**src/rtl/video_timing_scheduler_pkg.sv**
```systemverilog
// video_timing_scheduler_pkg: shared widths, FSM states, config address codes and 640x480 defaults
package video_timing_scheduler_pkg;
  localparam int XRES = 10;
  localparam int YRES = 10;
  localparam int RESTART_CYC = 2;
  typedef enum logic [1:0] {HOLD, RUN, PEND} state_t;
  localparam logic [2:0] CFG_H_SP = 3'd0;
  localparam logic [2:0] CFG_H_FP = 3'd1;
  localparam logic [2:0] CFG_H_AV = 3'd2;
  localparam logic [2:0] CFG_H_BP = 3'd3;
  localparam logic [2:0] CFG_V_SP = 3'd4;
  localparam logic [2:0] CFG_V_FP = 3'd5;
  localparam logic [2:0] CFG_V_AV = 3'd6;
  localparam logic [2:0] CFG_V_BP = 3'd7;
  typedef struct packed {
    logic [XRES-1:0] h_sp;
    logic [XRES-1:0] h_fp;
    logic [XRES-1:0] h_av;
    logic [XRES-1:0] h_bp;
    logic [YRES-1:0] v_sp;
    logic [YRES-1:0] v_fp;
    logic [YRES-1:0] v_av;
    logic [YRES-1:0] v_bp;
  } timing_t;
  localparam timing_t DEFAULT_TIMING = '{
    h_sp: XRES'(96), h_fp: XRES'(16), h_av: XRES'(640), h_bp: XRES'(48),
    v_sp: YRES'(2), v_fp: YRES'(10), v_av: YRES'(480), v_bp: YRES'(33)
  };
endpackage

```
**src/rtl/video_timing_scheduler_if.sv**
```systemverilog
// video_timing_scheduler_if: timer strobes, config bus, update handshake and active timing outputs
//   slave  = scheduler side (takes strobes/config/ack, drives timing/status)
//   master = controller/timer side
interface video_timing_scheduler_if;
  import video_timing_scheduler_pkg::*;
  logic            line_end;
  logic            frame_end;
  logic [YRES-1:0] yposition;
  logic            cfg_wr;
  logic [2:0]      cfg_addr;
  logic [XRES-1:0] cfg_data;
  logic            cfg_commit;
  logic            update_ack;
  logic [XRES-1:0] h_sp, h_fp, h_av, h_bp;
  logic [YRES-1:0] v_sp, v_fp, v_av, v_bp;
  logic            timer_restart;
  logic            commit_pending;
  logic            cfg_err;
  logic            update_req;
  logic [7:0]      overrun_count;
  modport slave (
    input  line_end, frame_end, yposition, cfg_wr, cfg_addr, cfg_data, cfg_commit, update_ack,
    output h_sp, h_fp, h_av, h_bp, v_sp, v_fp, v_av, v_bp,
    output timer_restart, commit_pending, cfg_err, update_req, overrun_count
  );
  modport master (
    output line_end, frame_end, yposition, cfg_wr, cfg_addr, cfg_data, cfg_commit, update_ack,
    input  h_sp, h_fp, h_av, h_bp, v_sp, v_fp, v_av, v_bp,
    input  timer_restart, commit_pending, cfg_err, update_req, overrun_count
  );
endinterface

```
**src/rtl/video_timing_scheduler_shadow_regs.sv**
```systemverilog
// video_timing_scheduler_shadow_regs: 8 shadow timing registers with write decode and overflow check
//   clk, rst_n : clock, async active-low reset (restores 640x480 defaults)
//   wr/addr/data : single-cycle shadow write
//   shadow : current shadow timing
//   ovf    : H or V total does not fit its field width
module video_timing_scheduler_shadow_regs
  import video_timing_scheduler_pkg::*;
(
  input  logic            clk,
  input  logic            rst_n,
  input  logic            wr,
  input  logic [2:0]      addr,
  input  logic [XRES-1:0] data,
  output timing_t         shadow,
  output logic            ovf
);
  logic [YRES-1:0] vdata;
  logic [XRES+1:0] h_sum;
  logic [YRES+1:0] v_sum;
  assign vdata = YRES'(data);
  always_ff @(posedge clk or negedge rst_n)
    if (!rst_n) shadow <= DEFAULT_TIMING;
    else if (wr) begin
      shadow.h_sp <= addr == CFG_H_SP ? data : shadow.h_sp;
      shadow.h_fp <= addr == CFG_H_FP ? data : shadow.h_fp;
      shadow.h_av <= addr == CFG_H_AV ? data : shadow.h_av;
      shadow.h_bp <= addr == CFG_H_BP ? data : shadow.h_bp;
      shadow.v_sp <= addr == CFG_V_SP ? vdata : shadow.v_sp;
      shadow.v_fp <= addr == CFG_V_FP ? vdata : shadow.v_fp;
      shadow.v_av <= addr == CFG_V_AV ? vdata : shadow.v_av;
      shadow.v_bp <= addr == CFG_V_BP ? vdata : shadow.v_bp;
    end
  // Sums carry two guard bits; any set guard bit means the total overflows the field
  assign h_sum = (XRES+2)'(shadow.h_sp) + (XRES+2)'(shadow.h_fp) + (XRES+2)'(shadow.h_av) + (XRES+2)'(shadow.h_bp);
  assign v_sum = (YRES+2)'(shadow.v_sp) + (YRES+2)'(shadow.v_fp) + (YRES+2)'(shadow.v_av) + (YRES+2)'(shadow.v_bp);
  assign ovf = |h_sum[XRES+1:XRES] || |v_sum[YRES+1:YRES];
endmodule

```
**src/rtl/video_timing_scheduler.sv**
```systemverilog
// video_timing_scheduler: active/shadow video timing with frame-boundary switch and per-frame update request
//   clk, rst_n : pixel clock, async active-low reset
//   bus        : slave modport carrying timer strobes, config bus, update handshake and timing outputs
module video_timing_scheduler
  import video_timing_scheduler_pkg::*;
(
  input logic                        clk,
  input logic                        rst_n,
  video_timing_scheduler_if.slave    bus
);
  localparam int CNT_W = $clog2(RESTART_CYC + 1);
  state_t           state;
  logic [CNT_W-1:0] hold_cnt;
  timing_t          active;
  timing_t          shadow;
  logic             ovf;
  video_timing_scheduler_shadow_regs u_shadow (
    .clk    (clk),
    .rst_n  (rst_n),
    .wr     (bus.cfg_wr),
    .addr   (bus.cfg_addr),
    .data   (bus.cfg_data),
    .shadow (shadow),
    .ovf    (ovf)
  );
  always_ff @(posedge clk or negedge rst_n)
    if (!rst_n) begin
      state              <= HOLD;
      hold_cnt           <= '0;
      active             <= DEFAULT_TIMING;
      bus.timer_restart  <= 1'b1;
      bus.commit_pending <= 1'b0;
      bus.cfg_err        <= 1'b0;
      bus.update_req     <= 1'b0;
      bus.overrun_count  <= '0;
    end else if (state == HOLD) begin
      hold_cnt <= hold_cnt + CNT_W'(1);
      if (hold_cnt == CNT_W'(RESTART_CYC - 1)) begin
        state             <= RUN;
        bus.timer_restart <= 1'b0;
      end
    end else if (state == PEND && bus.frame_end) begin
      // Shadow is sampled before any same-edge write lands, so active gets the old value
      active             <= shadow;
      bus.commit_pending <= 1'b0;
      state              <= HOLD;
      hold_cnt           <= '0;
      bus.timer_restart  <= 1'b1;
      bus.update_req     <= 1'b0;
    end else begin
      if (state == RUN && bus.cfg_commit) begin
        bus.cfg_err <= ovf;
        if (!ovf) begin
          bus.commit_pending <= 1'b1;
          state              <= PEND;
        end
      end
      if (bus.update_req) begin
        if (bus.update_ack || bus.frame_end) bus.update_req <= 1'b0;
        if (!bus.update_ack && bus.frame_end) bus.overrun_count <= bus.overrun_count + {7'd0, ~&bus.overrun_count};
      end else if (bus.line_end && bus.yposition == active.v_av - YRES'(1)) bus.update_req <= 1'b1;
    end
  assign bus.h_sp = active.h_sp;
  assign bus.h_fp = active.h_fp;
  assign bus.h_av = active.h_av;
  assign bus.h_bp = active.h_bp;
  assign bus.v_sp = active.v_sp;
  assign bus.v_fp = active.v_fp;
  assign bus.v_av = active.v_av;
  assign bus.v_bp = active.v_bp;
endmodule

```
**src/flat_wrapper.sv**
```systemverilog
// flat-port wrapper written by rule: the top's interface ports become plain ports
module video_timing_scheduler_flat import video_timing_scheduler_pkg::*;
  (clk, rst_n, bus_line_end, bus_frame_end, bus_yposition, bus_cfg_wr, bus_cfg_addr, bus_cfg_data, bus_cfg_commit, bus_update_ack, bus_h_sp, bus_h_fp, bus_h_av, bus_h_bp, bus_v_sp, bus_v_fp, bus_v_av, bus_v_bp, bus_timer_restart, bus_commit_pending, bus_cfg_err, bus_update_req, bus_overrun_count);
  video_timing_scheduler_if bus_i ();
  input logic clk;
  input logic rst_n;
  input wire logic [$bits(bus_i.line_end)-1:0] bus_line_end;
  input wire logic [$bits(bus_i.frame_end)-1:0] bus_frame_end;
  input wire logic [$bits(bus_i.yposition)-1:0] bus_yposition;
  input wire logic [$bits(bus_i.cfg_wr)-1:0] bus_cfg_wr;
  input wire logic [$bits(bus_i.cfg_addr)-1:0] bus_cfg_addr;
  input wire logic [$bits(bus_i.cfg_data)-1:0] bus_cfg_data;
  input wire logic [$bits(bus_i.cfg_commit)-1:0] bus_cfg_commit;
  input wire logic [$bits(bus_i.update_ack)-1:0] bus_update_ack;
  output wire logic [$bits(bus_i.h_sp)-1:0] bus_h_sp;
  output wire logic [$bits(bus_i.h_fp)-1:0] bus_h_fp;
  output wire logic [$bits(bus_i.h_av)-1:0] bus_h_av;
  output wire logic [$bits(bus_i.h_bp)-1:0] bus_h_bp;
  output wire logic [$bits(bus_i.v_sp)-1:0] bus_v_sp;
  output wire logic [$bits(bus_i.v_fp)-1:0] bus_v_fp;
  output wire logic [$bits(bus_i.v_av)-1:0] bus_v_av;
  output wire logic [$bits(bus_i.v_bp)-1:0] bus_v_bp;
  output wire logic [$bits(bus_i.timer_restart)-1:0] bus_timer_restart;
  output wire logic [$bits(bus_i.commit_pending)-1:0] bus_commit_pending;
  output wire logic [$bits(bus_i.cfg_err)-1:0] bus_cfg_err;
  output wire logic [$bits(bus_i.update_req)-1:0] bus_update_req;
  output wire logic [$bits(bus_i.overrun_count)-1:0] bus_overrun_count;
  assign bus_i.line_end = bus_line_end;
  assign bus_i.frame_end = bus_frame_end;
  assign bus_i.yposition = bus_yposition;
  assign bus_i.cfg_wr = bus_cfg_wr;
  assign bus_i.cfg_addr = bus_cfg_addr;
  assign bus_i.cfg_data = bus_cfg_data;
  assign bus_i.cfg_commit = bus_cfg_commit;
  assign bus_i.update_ack = bus_update_ack;
  assign bus_h_sp = bus_i.h_sp;
  assign bus_h_fp = bus_i.h_fp;
  assign bus_h_av = bus_i.h_av;
  assign bus_h_bp = bus_i.h_bp;
  assign bus_v_sp = bus_i.v_sp;
  assign bus_v_fp = bus_i.v_fp;
  assign bus_v_av = bus_i.v_av;
  assign bus_v_bp = bus_i.v_bp;
  assign bus_timer_restart = bus_i.timer_restart;
  assign bus_commit_pending = bus_i.commit_pending;
  assign bus_cfg_err = bus_i.cfg_err;
  assign bus_update_req = bus_i.update_req;
  assign bus_overrun_count = bus_i.overrun_count;
  video_timing_scheduler u_core (.clk(clk), .rst_n(rst_n), .bus(bus_i));
endmodule
```
**config.mk**
```make
export PLATFORM = sky130hd
export DESIGN_NAME = video_timing_scheduler_flat
export DESIGN_NICKNAME = d
export VERILOG_FILES = /design/src/rtl/video_timing_scheduler_pkg.sv /design/src/rtl/video_timing_scheduler_if.sv /design/src/rtl/video_timing_scheduler_shadow_regs.sv /design/src/rtl/video_timing_scheduler.sv /design/src/flat_wrapper.sv
export SDC_FILE = /design/constraint.sdc
export NUM_CORES = 1
export LEC_CHECK = 0
export BUFFER_PORTS_ARGS = -buffer_cell sky130_fd_sc_hd__buf_4
export CORE_UTILIZATION = 52
export DETAILED_ROUTE_END_ITERATION = 10
export GPL_TIMING_DRIVEN = 1
export PLACE_DENSITY_LB_ADDON = 0.08
export SETUP_SLACK_MARGIN = 0.3
export SLEW_MARGIN = 20
export SYNTH_ARGS = -nofsm -noshare
export SYNTH_HDL_FRONTEND = slang
export SYNTH_SLANG_ARGS = --single-unit
```
**constraint.sdc**
```tcl
create_clock -name clk -period 3.8 [get_ports clk]
set_clock_uncertainty 0.15 [all_clocks]
set_input_delay 0.57 -clock clk [delete_from_list [all_inputs] [get_ports clk]]
set_output_delay 0.57 -clock clk [all_outputs]
set_load 0.02 [all_outputs]
```
==> parameters.txt <==
Parameter                              Value

Global routing
  Total congestion overflow after global routing    0
  Maximum number of pins on one net before global-route repair    83
  Via count of the first global-routing pass    between 5000 and 6000
  Global-route wire length before repair    a little under 30 mm
  Tot GR Track Use    roughly a quarter
  Number of antenna violations at the first check in global routing    0

Timing
  Max Transition Viols Final    0
  Period Utilization, post-route    around 86%
  Hold Fails Final Rpt    13
  Worst-case hold slack    -0.0249 ns
  Actual transition at the worst max-transition pin    between 0.8 and 0.9 ns
  Final worst path period need    3.25 ns
  Setup-failing EPs final    0
  Max_slew headroom    ~45%
  Peak Freq    just over 0.3 GHz
  Unrepaired setup endpoints after global routing    false
  Setup Total Neg Slack    0 ns

Final layout
  Diodes inserted    0
  Final net count    slightly below 1000
  Share of post-route cells with drive strength above 1    26.6%
  Area growth syn-to-layout    20.2%

Setup path
  Worst Path Class, Setup    reg2reg
  Crit start category    flip-flop
  Worst R2R Setup Slack    0.55 ns
  Maximum fanout along the worst path    4
  Worst Path Arrival    3.46 ns
  Worst endpoint required time    4.01 ns
  Crit path capture type    flip-flop
  Number of cell instances on the worst register-to-register path    10

Power
  Share of power burned in the clock network    19.8%
  Power share of the sequential group    about 37%
  P_leak    4.94 nW
  Cell-internal power    0.00501 W
  Ratio of total power to cell area    roughly 810 nW/µm²
  Part of the power in combinational logic    around 44%
  Net switching share of the total power    38.3%
  Max rail drop VDD    461 µV
  Power after layout    roughly 0.0081 W
  NetSw    roughly 0.0031 W

Clock network
  Clock slew at reported path FFs    approximately 0.07 ns
  Clock sinks    between 150 and 200
  Max Root-Sink Buffers    2
  CTS tree    done
  Clock Tree Root    sky130_fd_sc_hd__clkbuf_16
  Worst-Skew Late Latency    approximately 0.43 ns
  Number of buffers inserted during clock tree synthesis    17
  Post-cts repair resize count    0
  H-tree depth    4
  Number of setup buffers added after CTS    0
  Hold bufs inserted after CTS    0

Logic synthesis
  Number of distinct standard cells referenced by the synthesized netlist    47
  Mapped Nets    roughly 870
  Most frequent cells after synthesis    sky130_fd_sc_hd__dfrtp_1 (143), sky130_fd_sc_hd__nand2_1 (128), sky130_fd_sc_hd__inv_1 (124), sky130_fd_sc_hd__o21ai_0 (122), sky130_fd_sc_hd__mux2_2 (47)
  Async SR Flop Fraction    100%
  Sequential share of the synthesized area    between 50% and 60%
  Commonest register cell after synthesis    sky130_fd_sc_hd__dfrtp_1
  Gate count after technology mapping    between 700 and 800
  Synthesized cell area    8400 µm²
  Synth top area share    42.6%
  Top cells by area in the synthesized netlist    sky130_fd_sc_hd__dfrtp_1 (43%), sky130_fd_sc_hd__dfstp_2 (10%), sky130_fd_sc_hd__fa_1 (9.1%)
  Number of flops mapped to enable cells by yosys    0
  Synthesized flop and latch total    ~180
  Most common cell in the netlist    sky130_fd_sc_hd__dfrtp_1
  Yosys warning total    0
  Mean area per synthesized cell    around 11 µm²
  Cell accounting for the most synthesized area    sky130_fd_sc_hd__dfrtp_1

Detailed routing
  Routed wire length    18.1 mm
  Routed wirelength normalized by instance count    between 15 and 20 µm
  Routed via count divided by cell count    5.08
  DRC violations left    0
  Total via count after detailed routing    5751
  Pre-Repair DR Iteration Count    5
  Antenna violation net count after detailed routing    0
  Initial drt markers    between 300 and 400

Floorplanning
  Top-Level Pins    122
  Number of core rows    46
  Die footprint    about 17000 µm²
  Core footprint    around 16000 µm²
  X dimension of the die    129 µm
  Vertical extent of the die    approximately 130 µm
  Effective utilization at floorplan    53.0%

Worst hold path
  HP Class    in2async

Place
  HPWL Detailed    13.2 mm
  Final weighted congestion in routability-driven placement    0.787
  Input/output buffers    ~120

Status
  Violations in the final reports    hold timing
  Run status    finished with violations

Run
  Max-cap check violation count    0
logic make-up (layout without fill, tap and decap cells):
group	Yosys count	in the layout	synth area share [%]
and+or+nand+nor	177	177	9.66
DFF	176	176	53.0
AOI/OAI and AO/OA	154	154	9.99
buffers and inverters	152	285	6.86
adders and majority gates	60	60	12.3
muxes	49	49	6.54
xor gates and xnor gates	16	16	1.67
power by group through the flow:
stage                     sequential [W]  combinational (W)  clock, W
after detailed placement         0.00300            0.00357         0
after global routing             0.00305            0.00403   0.00171
after CTS                        0.00297            0.00361   0.00164
final                            0.00297            0.00355   0.00161
after floorplan                  0.00340            0.00183         0
after global placement           0.00297            0.00346         0
state kept, by name, indices dropped and copies added, names as in the netlist:
| register | flops |
|---|---|
| u_core.bus.v_bp | 10 |
| u_core.state | 2 |
| u_core.bus.v_av | 10 |
| u_core.bus.h_bp | 10 |
| u_core.bus.commit_pending | 1 |
| u_core.hold_cnt | 2 |
| u_core.bus.v_sp | 10 |
| u_core.bus.h_fp | 10 |
| u_core.u_shadow.shadow | 80 |
| u_core.bus.update_req | 1 |
| u_core.bus.h_sp | 10 |
| u_core.bus.timer_restart | 1 |
| u_core.bus.cfg_err | 1 |
| u_core.bus.v_fp | 10 |
| u_core.bus.overrun_count | 8 |
| u_core.bus.h_av | 10 |
path summary, 6_finish.rpt:
check	from	endpoint
setup / recovery	u_core.u_shadow.shadow[23]$_DFFE_PN1P_	u_core.state[1]$_DFFE_PN0P_
hold reg to reg	u_core.bus.v_bp[0]$_DFFE_PN1P_	u_core.bus.v_bp[0]$_DFFE_PN1P_
min in group clk	bus_cfg_data[6]	u_core.u_shadow.shadow[56]$_DFFE_PN0P_
max in group asynchronous	rst_n	u_core.bus.h_bp[5]$_DFFE_PN1P_
setup reg to reg	u_core.u_shadow.shadow[23]$_DFFE_PN1P_	u_core.state[1]$_DFFE_PN0P_
hold / removal	rst_n	u_core.bus.v_fp[2]$_DFFE_PN0P_
area by class of cell:
class	instances	area [µm²]
repair buffers	129	985
fillers	1305	5740
multi-input cells	456	3390
flip-flops and latches	176	4450
clock buffers	26	469
inverters	124	465
well taps	216	270
clock inverters	6	65.1
worst max-delay path, cell delays in order (launching register included):
cell	delay [ns]
sky130_fd_sc_hd__dfstp_2	0.53
sky130_fd_sc_hd__inv_1	0.05
sky130_fd_sc_hd__fa_1	0.37
sky130_fd_sc_hd__fa_1	0.49
sky130_fd_sc_hd__inv_1	0.05
sky130_fd_sc_hd__ha_1	0.32
sky130_fd_sc_hd__a21o_1	0.18
sky130_fd_sc_hd__a21o_1	0.16
sky130_fd_sc_hd__a221oi_1	0.42
sky130_fd_sc_hd__o221a_2	0.30
sky130_fd_sc_hd__a41o_1	0.16
stage by stage:
step / instance area (µm²) / setup slack [ns] / cells / hold slack (ns) / util, %
3_3_place_gp: 9560 / 0.656 / 1101 / 0.313 / 60.4
2_1_floorplan: 8400 / 0.879 / 784 / 0.124 / -
4_1_cts: 10100 / 0.514 / 1133 / 0.00586 / 63.8
5_1_grt: 10100 / 0.405 / 1133 / 0.0191 / 63.8
6_report: 10100 / 0.549 / 1133 / -0.0249 / 63.8
3_5_place_dp: 9560 / 0.548 / 1101 / 0.322 / 60.4
layout by cell type (no fill, tap or decap), drive strengths merged, types with 4 or more instances in the layout:
cell type  instances
dfrtp            143
buf              129
nand2            128
inv              124
o21ai            122
mux2              47
fa                38
dfstp             33
clkbuf            26
ha                22
a21oi             13
xnor2             10
nor2               7
nand4              7
xor2               6
nor3               6
a21o               5
and3               4
clkinvlp           4
layer usage:
layer,GRT usage [%],vias up,share of wire [%]
li1,-,2769,-
met3,5.12,16,4.1
met2,38.7,114,48
met1,32.3,2852,47
met4,7.13,0,1.4
met5,0,-,0
Power figures use the tool's default switching activity.
